## config.mk

```make
export PLATFORM = sky130hd
export DESIGN_NAME = step_move_scheduler
export DESIGN_NICKNAME = d
export VERILOG_FILES = /design/src/rtl/stepper_pkg.sv /design/src/rtl/pulse_phase_timer.sv /design/src/rtl/step_move_scheduler.sv
export SDC_FILE = /design/constraint.sdc
export NUM_CORES = 1
export LEC_CHECK = 0
export ABC_AREA = 1
export BUFFER_PORTS_ARGS = -buffer_cell sky130_fd_sc_hd__buf_2
export CAP_MARGIN = 20
export CORE_MARGIN = 4
export CORE_UTILIZATION = 23
export CTS_CLUSTER_DIAMETER = 80
export CTS_CLUSTER_SIZE = 40
export DETAILED_ROUTE_END_ITERATION = 7
export GPL_ROUTABILITY_DRIVEN = 0
export PLACE_DENSITY = 0.35
export SLEW_MARGIN = 25
export SYNTH_ARGS = -nofsm -noshare
export SYNTH_HDL_FRONTEND = slang
export SYNTH_SLANG_ARGS = --single-unit
```

## constraint.sdc

```tcl
create_clock -name clk -period 3.9 [get_ports clk]
set_input_delay 0.78 -clock clk [delete_from_list [all_inputs] [get_ports clk]]
set_output_delay 0.78 -clock clk [all_outputs]
set_load 0.02 [all_outputs]
```

## src/rtl/stepper_pkg.sv

```systemverilog
// Shared types and constants for the two-axis step move scheduler.
package stepper_pkg;

    // Default step-count width, matching the radians-to-steps converter output
    localparam int STEP_W_DEF = 9;

    // Direction pin encoding
    localparam logic DIR_POS = 1'b1;
    localparam logic DIR_NEG = 1'b0;

    typedef enum logic [2:0] {
        S_IDLE    = 3'd0,
        S_CALC    = 3'd1,
        S_LATCH   = 3'd2,
        S_DSETUP  = 3'd3,
        S_STEP_HI = 3'd4,
        S_STEP_LO = 3'd5,
        S_DONE    = 3'd6
    } move_state_t;

endpackage

```

## src/rtl/pulse_phase_timer.sv

```systemverilog
// Loadable down-counter that times each phase of a move. It reloads whenever
// the scheduler changes phase and raises expire while the count sits at zero,
// so a load value of N-1 gives a phase lasting N cycles.
module pulse_phase_timer #(
    parameter int W = 16
) (
    input  logic         clk,
    input  logic         reset,
    input  logic         load,
    input  logic [W-1:0] load_val,
    output logic         expire
);

    logic [W-1:0] count_reg;

    // Reload on a phase change, otherwise count down and park at zero
    always_ff @(posedge clk) begin
        if (!reset) begin
            count_reg <= '0;
        end else if (load) begin
            count_reg <= load_val;
        end else if (count_reg != '0) begin
            count_reg <= count_reg - 1'b1;
        end
    end

    assign expire = (count_reg == '0);

endmodule

```

## src/rtl/step_move_scheduler.sv

```systemverilog
// Coordinated two-axis step/direction generator. Requests a step-count
// conversion, latches counts and directions, then emits Bresenham-interpolated
// step pulses so both joints finish on the same major-axis tick.
module step_move_scheduler
    import stepper_pkg::*;
#(
    parameter int STEP_W       = STEP_W_DEF,
    parameter int PERIOD_W     = 16,
    parameter int PULSE_HIGH   = 50,
    parameter int DIR_SETUP    = 10,
    parameter int CALC_TIMEOUT = 64
) (
    input  logic                clk,
    input  logic                reset,
    input  logic                start,
    input  logic                abort,
    input  logic [PERIOD_W-1:0] period,
    output logic                calc_en,
    input  logic                calc_ready,
    input  logic [STEP_W-1:0]   steps1_in,
    input  logic [STEP_W-1:0]   steps2_in,
    input  logic                dir1_in,
    input  logic                dir2_in,
    output logic                step1,
    output logic                step2,
    output logic                dir1,
    output logic                dir2,
    output logic                busy,
    output logic                done,
    output logic                aborted,
    output logic                timeout
);

    move_state_t state_reg, state_next;

    // Phase timer
    logic                tmr_load;
    logic [PERIOD_W-1:0] tmr_load_val;
    logic                tmr_expire;

    // Latched move parameters and Bresenham state
    logic [STEP_W-1:0]   major_reg, minor_reg, err_reg, tick_reg;
    logic                major_is_2_reg;
    logic                dir1_lat_reg, dir2_lat_reg;
    logic [PERIOD_W-1:0] period_reg;
    logic                minor_fire_reg;
    logic                abort_pend_reg;

    // Combinational helpers
    logic                lat_major_is_2;
    logic [STEP_W-1:0]   lat_major, lat_minor;
    logic [STEP_W:0]     err_sum, err_diff;
    logic                minor_fire;
    logic [STEP_W-1:0]   err_upd;
    logic                minor_step;

    // Registered outputs
    logic busy_reg, busy_next;
    logic calc_en_reg, calc_en_next;
    logic done_reg, done_next;
    logic step1_reg, step1_next;
    logic step2_reg, step2_next;
    logic aborted_reg, aborted_next;
    logic timeout_reg, timeout_next;
    logic dir1_reg, dir2_reg;

    pulse_phase_timer #(
        .W(PERIOD_W)
    ) u_timer (
        .clk      (clk),
        .reset    (reset),
        .load     (tmr_load),
        .load_val (tmr_load_val),
        .expire   (tmr_expire)
    );

    // Axis selection from the converter outputs; ties make axis 1 the major
    assign lat_major_is_2 = (steps2_in > steps1_in);
    assign lat_major      = lat_major_is_2 ? steps2_in : steps1_in;
    assign lat_minor      = lat_major_is_2 ? steps1_in : steps2_in;

    // Bresenham step: e = err + minor, minor axis steps when e reaches major
    assign err_sum    = {1'b0, err_reg} + {1'b0, minor_reg};
    assign err_diff   = err_sum - {1'b0, major_reg};
    assign minor_fire = (err_sum >= {1'b0, major_reg});
    assign err_upd    = minor_fire ? err_diff[STEP_W-1:0] : err_sum[STEP_W-1:0];

    // State register
    always_ff @(posedge clk) begin
        if (!reset) begin
            state_reg <= S_IDLE;
        end else begin
            state_reg <= state_next;
        end
    end

    // Next-state logic
    always_comb begin
        state_next = state_reg;
        case (state_reg)
            S_IDLE: begin
                if (start) state_next = S_CALC;
            end
            S_CALC: begin
                if (abort)           state_next = S_IDLE;
                else if (calc_ready) state_next = S_LATCH;
                else if (tmr_expire) state_next = S_DONE;
            end
            S_LATCH: begin
                state_next = (major_reg == '0) ? S_DONE : S_DSETUP;
            end
            S_DSETUP: begin
                if (abort)           state_next = S_DONE;
                else if (tmr_expire) state_next = S_STEP_HI;
            end
            S_STEP_HI: begin
                // A pending abort waits for the pulse to finish
                if (tmr_expire) state_next = (abort || abort_pend_reg) ? S_DONE : S_STEP_LO;
            end
            S_STEP_LO: begin
                if (abort)           state_next = S_DONE;
                else if (tmr_expire) state_next = (tick_reg == '0) ? S_DONE : S_STEP_HI;
            end
            S_DONE: begin
                state_next = S_IDLE;
            end
            default: begin
                state_next = S_IDLE;
            end
        endcase
    end

    // Phase timer reload value for the phase being entered
    always_comb begin
        tmr_load     = (state_next != state_reg);
        tmr_load_val = '0;
        case (state_next)
            S_CALC:    tmr_load_val = PERIOD_W'(CALC_TIMEOUT - 1);
            S_DSETUP:  tmr_load_val = PERIOD_W'(DIR_SETUP - 1);
            S_STEP_HI: tmr_load_val = PERIOD_W'(PULSE_HIGH - 1);
            S_STEP_LO: tmr_load_val = period_reg - PERIOD_W'(PULSE_HIGH + 1);
            default:   tmr_load_val = '0;
        endcase
    end

    // Move datapath: latch conversion results, drive direction pins, run Bresenham
    always_ff @(posedge clk) begin
        if (!reset) begin
            major_reg      <= '0;
            minor_reg      <= '0;
            err_reg        <= '0;
            tick_reg       <= '0;
            major_is_2_reg <= 1'b0;
            dir1_lat_reg   <= DIR_NEG;
            dir2_lat_reg   <= DIR_NEG;
            period_reg     <= '0;
            minor_fire_reg <= 1'b0;
            abort_pend_reg <= 1'b0;
            dir1_reg       <= DIR_NEG;
            dir2_reg       <= DIR_NEG;
        end else begin
            // Results are captured while calc_ready is known to be valid
            if (state_reg == S_CALC && state_next == S_LATCH) begin
                major_reg      <= lat_major;
                minor_reg      <= lat_minor;
                major_is_2_reg <= lat_major_is_2;
                err_reg        <= lat_major >> 1;
                tick_reg       <= lat_major;
                dir1_lat_reg   <= dir1_in ? DIR_POS : DIR_NEG;
                dir2_lat_reg   <= dir2_in ? DIR_POS : DIR_NEG;
                period_reg     <= (period < PERIOD_W'(PULSE_HIGH + 1)) ?
                                  PERIOD_W'(PULSE_HIGH + 1) : period;
            end
            // Direction pins move on the LATCH exit edge, starting the setup window
            if (state_reg == S_LATCH) begin
                dir1_reg <= dir1_lat_reg;
                dir2_reg <= dir2_lat_reg;
            end
            if (state_next == S_STEP_HI && state_reg != S_STEP_HI) begin
                err_reg        <= err_upd;
                minor_fire_reg <= minor_fire;
            end
            if (state_reg == S_STEP_HI && state_next == S_STEP_LO) begin
                tick_reg <= tick_reg - 1'b1;
            end
            abort_pend_reg <= (state_reg == S_STEP_HI) && (state_next == S_STEP_HI) &&
                              (abort || abort_pend_reg);
        end
    end

    // Output decode from the next state so every pin is registered
    always_comb begin
        minor_step   = (state_reg == S_STEP_HI) ? minor_fire_reg : minor_fire;
        busy_next    = (state_next != S_IDLE);
        calc_en_next = (state_next == S_CALC);
        done_next    = (state_next == S_DONE);
        step1_next   = (state_next == S_STEP_HI) && (major_is_2_reg ? minor_step : 1'b1);
        step2_next   = (state_next == S_STEP_HI) && (major_is_2_reg ? 1'b1 : minor_step);
        aborted_next = aborted_reg;
        timeout_next = timeout_reg;
        if (state_reg == S_IDLE && state_next == S_CALC) begin
            aborted_next = 1'b0;
            timeout_next = 1'b0;
        end
        if (state_reg == S_CALC && state_next == S_DONE) begin
            timeout_next = 1'b1;
        end
        if (state_next == S_DONE && (abort || abort_pend_reg) &&
            (state_reg == S_DSETUP || state_reg == S_STEP_HI || state_reg == S_STEP_LO)) begin
            aborted_next = 1'b1;
        end
    end

    // Output registers
    always_ff @(posedge clk) begin
        if (!reset) begin
            busy_reg    <= 1'b0;
            calc_en_reg <= 1'b0;
            done_reg    <= 1'b0;
            step1_reg   <= 1'b0;
            step2_reg   <= 1'b0;
            aborted_reg <= 1'b0;
            timeout_reg <= 1'b0;
        end else begin
            busy_reg    <= busy_next;
            calc_en_reg <= calc_en_next;
            done_reg    <= done_next;
            step1_reg   <= step1_next;
            step2_reg   <= step2_next;
            aborted_reg <= aborted_next;
            timeout_reg <= timeout_next;
        end
    end

    assign busy    = busy_reg;
    assign calc_en = calc_en_reg;
    assign done    = done_reg;
    assign step1   = step1_reg;
    assign step2   = step2_reg;
    assign aborted = aborted_reg;
    assign timeout = timeout_reg;
    assign dir1    = dir1_reg;
    assign dir2    = dir2_reg;

endmodule

```

==> summary.txt <==
Detailed routing
  • DRC Markers: 0
  • Total wire length: 18.39 mm
  • 1st-iter DRT viols: 229
  • Drt via density: 4.392
  • Mean routed wirelength per cell: 14.90 um
  • Routed via count: 5,420
  • TritonRoute pass-1 iters: 4
  • Post-route ant nets: 0

Critical path
  • CP delay by family, top: adder cells
  • Required @ worst endpoint: 4.19 ns
  • R2r setup slk: 0.64 ns
  • Crit path max fanout: 8
  • R2r endpoint: err_reg[0]
  • Slowest-stage cell, CP: fa_1
  • CP most frequent cell: nand2_1
  • Setup crit end kind: flip-flop
  • CP Launch Type: flip-flop
  • CP bufs+invs: 3
  • Arr. time, crit path: 3.55 ns
  • Slowest cell delay on critical path: 0.41 ns
  • Worst r2r path cells: 21
  • Reg2reg start: minor_reg[0]
  • CP Class: reg -> reg
  • CP cell instances: ha_1 > fa_1 > nand3_1 > nand2_1 > a21oi_1 > o21bai_1 > xnor2_1 > inv_1 > ha_1 > nand2_1 > nor2_1 > nand2_1 > nand3_1 > a21oi_1 > nand2_1 > inv_1 > o21ai_0 > nand3_1 > nand3_1 > nand2_1 > inv_1

Timing
  • RSZ-0062 raised after global routing: no
  • Tcrit/Tclk final: 83.47%
  • Slew Limit Headroom: 49.83%
  • F_max: 307.2 MHz
  • Max-slew violations: 0
  • Final min period: 3.255 ns
  • Setup TNS: 0 ns
  • Final Hold Fails: 0
  • Worst clock skew: 0.009422 ns
  • Final setup fails: 0
  • Measured slew at the worst slew-check pin: 0.7475 ns

Clocking
  • Root Buffer: clkbuf_16
  • Clk buf depth: 2
  • Hold-fix buffers, CTS: 0
  • Number of H-tree levels: 3
  • Worst skew pair latency: 0.35 ns
  • CTS Sinks: 85
  • TritonCTS Buffers: 9
  • Post-cts sizing count: 0
  • Clock transition at the registers of the reported paths: 0.07 ns
  • TritonCTS clock tree: yes
  • Post-CTS setup buffer count: 0

Outcome
  • Status: finished, final reports clean

Logic synthesis
  • Post-Syn Nets: 935
  • Synth area leaders: dfxtp_1 30%, nand2_1 14%, inv_1 7.0%
  • Largest area contributor in the netlist: dfxtp_1
  • Syn avg cell area: 6.634 um^2
  • Ys flop type: dfxtp_1
  • Synth Cell Area: 5712 um^2
  • Unique cell type count in the Yosys netlist: 45
  • Share of the synthesized area in the top cell type: 29.79%
  • Synthesized flop and latch total: 85
  • Post-synth ARST share: 0%
  • Commonest cells in the netlist: 219 x nand2_1, 106 x inv_1, 87 x nor2_1, 85 x dfxtp_1, 64 x a21oi_1
  • Synth Warn #: 0
  • Post-synthesis cell count: 861
  • Top-count cell post-synth: nand2_1
  • EDFF count, synth: 0
  • Sequential share of the synthesized area: 29.79%

Floorplan
  • Die width: 165.6 um
  • I/O pin total: 50
  • Placeable core area: 24,390 um^2
  • # rows: 57
  • Effective utilization at floorplan: 23.42%
  • Die ar.: 27,420 um^2
  • Die Y: 165.6 um

GRT
  • Total gr overflow: 0
  • First-pass GRT wire length: 29.88 mm
  • Largest net degree at the start of global routing: 54
  • Vias in the first global route: 5,588
  • Initial antenna violation count: 0
  • GRT Resource Usage Total: 13.97%

Worst hold path
  • Hold Path Cell Cnt: 2
  • Hold EP: major_reg[6]
  • Worst Hold Class: reg -> reg
  • Worst hold start: major_reg[6]

Job
  • Max cap viols: 0

Placement
  • DPL Wire Length: 14.07 mm
  • PortBufs: 49

Final layout
  • Antenna Diode Count: 0
  • Area overhead of the layout relative to synthesis: 15.03%
  • Final Net Count: 979
  • Layout cell share with drive strength beyond 1: 11.87%

Pwr
  • Maximum VDD drop: 0.1944 mV
  • Pwr Total: 4.163 mW
  • Power Density: 633.7 nW/um^2
  • Static Leakage: 3.241 nW
-- area by class of cell --
cell class / count / area (um^2)
fillers: 2861 / 17820
multi-input cells: 641 / 3460
flip-flops and latches: 85 / 1702
inverters: 110 / 415.4
well taps: 324 / 405.4
repair buffers: 58 / 312.8
clock buffers: 9 / 225.2
clock inverters: 7 / 50.05
-- how the worst max path moves through the flow --
stage / startpoint / endpoint / slack (ns) / depth (start not counted)
after global placement: minor_reg[0] / err_reg[0] / 0.72 / 22
after detailed placement: minor_reg[0] / err_reg[0] / 0.65 / 22
after floorplan: minor_reg[0] / err_reg[8] / 0.95 / 20
final: minor_reg[0] / err_reg[0] / 0.64 / 21
after global routing: minor_reg[0] / err_reg[0] / 0.23 / 22
after CTS: minor_reg[0] / err_reg[0] / 0.60 / 22
-- layer usage --
| layer | GRT usage, % | up-vias | routed length [um] |
|---|---|---|---|
| met4 | 3.525 | 0 | 309 |
| met5 | 0 | - | 0 |
| met1 | 17.70 | 2463 | 8642 |
| met3 | 2.457 | 18 | 518 |
| met2 | 24.54 | 62 | 8915 |
| li1 | - | 2877 | - |
-- power by group --
| part | internal [mW] | switching [mW] |
|---|---|---|
| registers | 1.02 | 0.126 |
| clock network | 0.435 | 0.403 |
| logic | 0.792 | 1.39 |
-- layout by cell type (no fill, tap or decap), types with 11 or more instances in the layout --
cell / synthesis / layout
nand2_1: 219 / 219
nand4_1: 11 / 11
nor3_1: 14 / 14
inv_1: 106 / 106
xnor2_1: 17 / 17
o21ai_0: 37 / 37
a31oi_1: 12 / 12
a21oi_1: 64 / 64
buf_2: 9 / 49
nand3_1: 53 / 53
xor2_1: 25 / 25
nor2_1: 87 / 87
ha_1: 31 / 31
dfxtp_1: 85 / 85
-- stage by stage --
| step | area, um^2 | hold slack (ns) | std cells | util, % | worst slack (ns) |
|---|---|---|---|---|---|
| after global routing | 6570 | 0.4865 | 1234 | 26.94 | 0.2313 |
| after floorplan | 5712 | 0.4444 | 861 | - | 0.9494 |
| after detailed placement | 6295 | 0.4574 | 1218 | 25.81 | 0.6491 |
| after CTS | 6570 | 0.4688 | 1234 | 26.94 | 0.6018 |
| after global placement | 6295 | 0.4568 | 1218 | 25.81 | 0.7161 |
| final | 6570 | 0.4663 | 1234 | 26.94 | 0.6447 |
-- kinds of logic (layout without fill, tap and decap cells) --
group                      count (synthesis)  in the layout  synth area share, %
AOI/OAI and AO/OA                        150            150                15.07
xor gates and xnor gates                  42             42                6.440
adders and majority gates                 33             33                7.492
buffers and inverters                    135            184                9.638
DFF                                       85             85                29.79
and+or+nand+nor                          416            416                31.57
-- tightest hold or removal path: cells and delay by family, from the launching register on --
family           cells  cell delay (ns)
AO/OA/AOI/OAI        1             0.05
flip-flops           1             0.31
AND/OR/NAND/NOR      1             0.06
No activity file was read; power rests on OpenSTA's default activity.
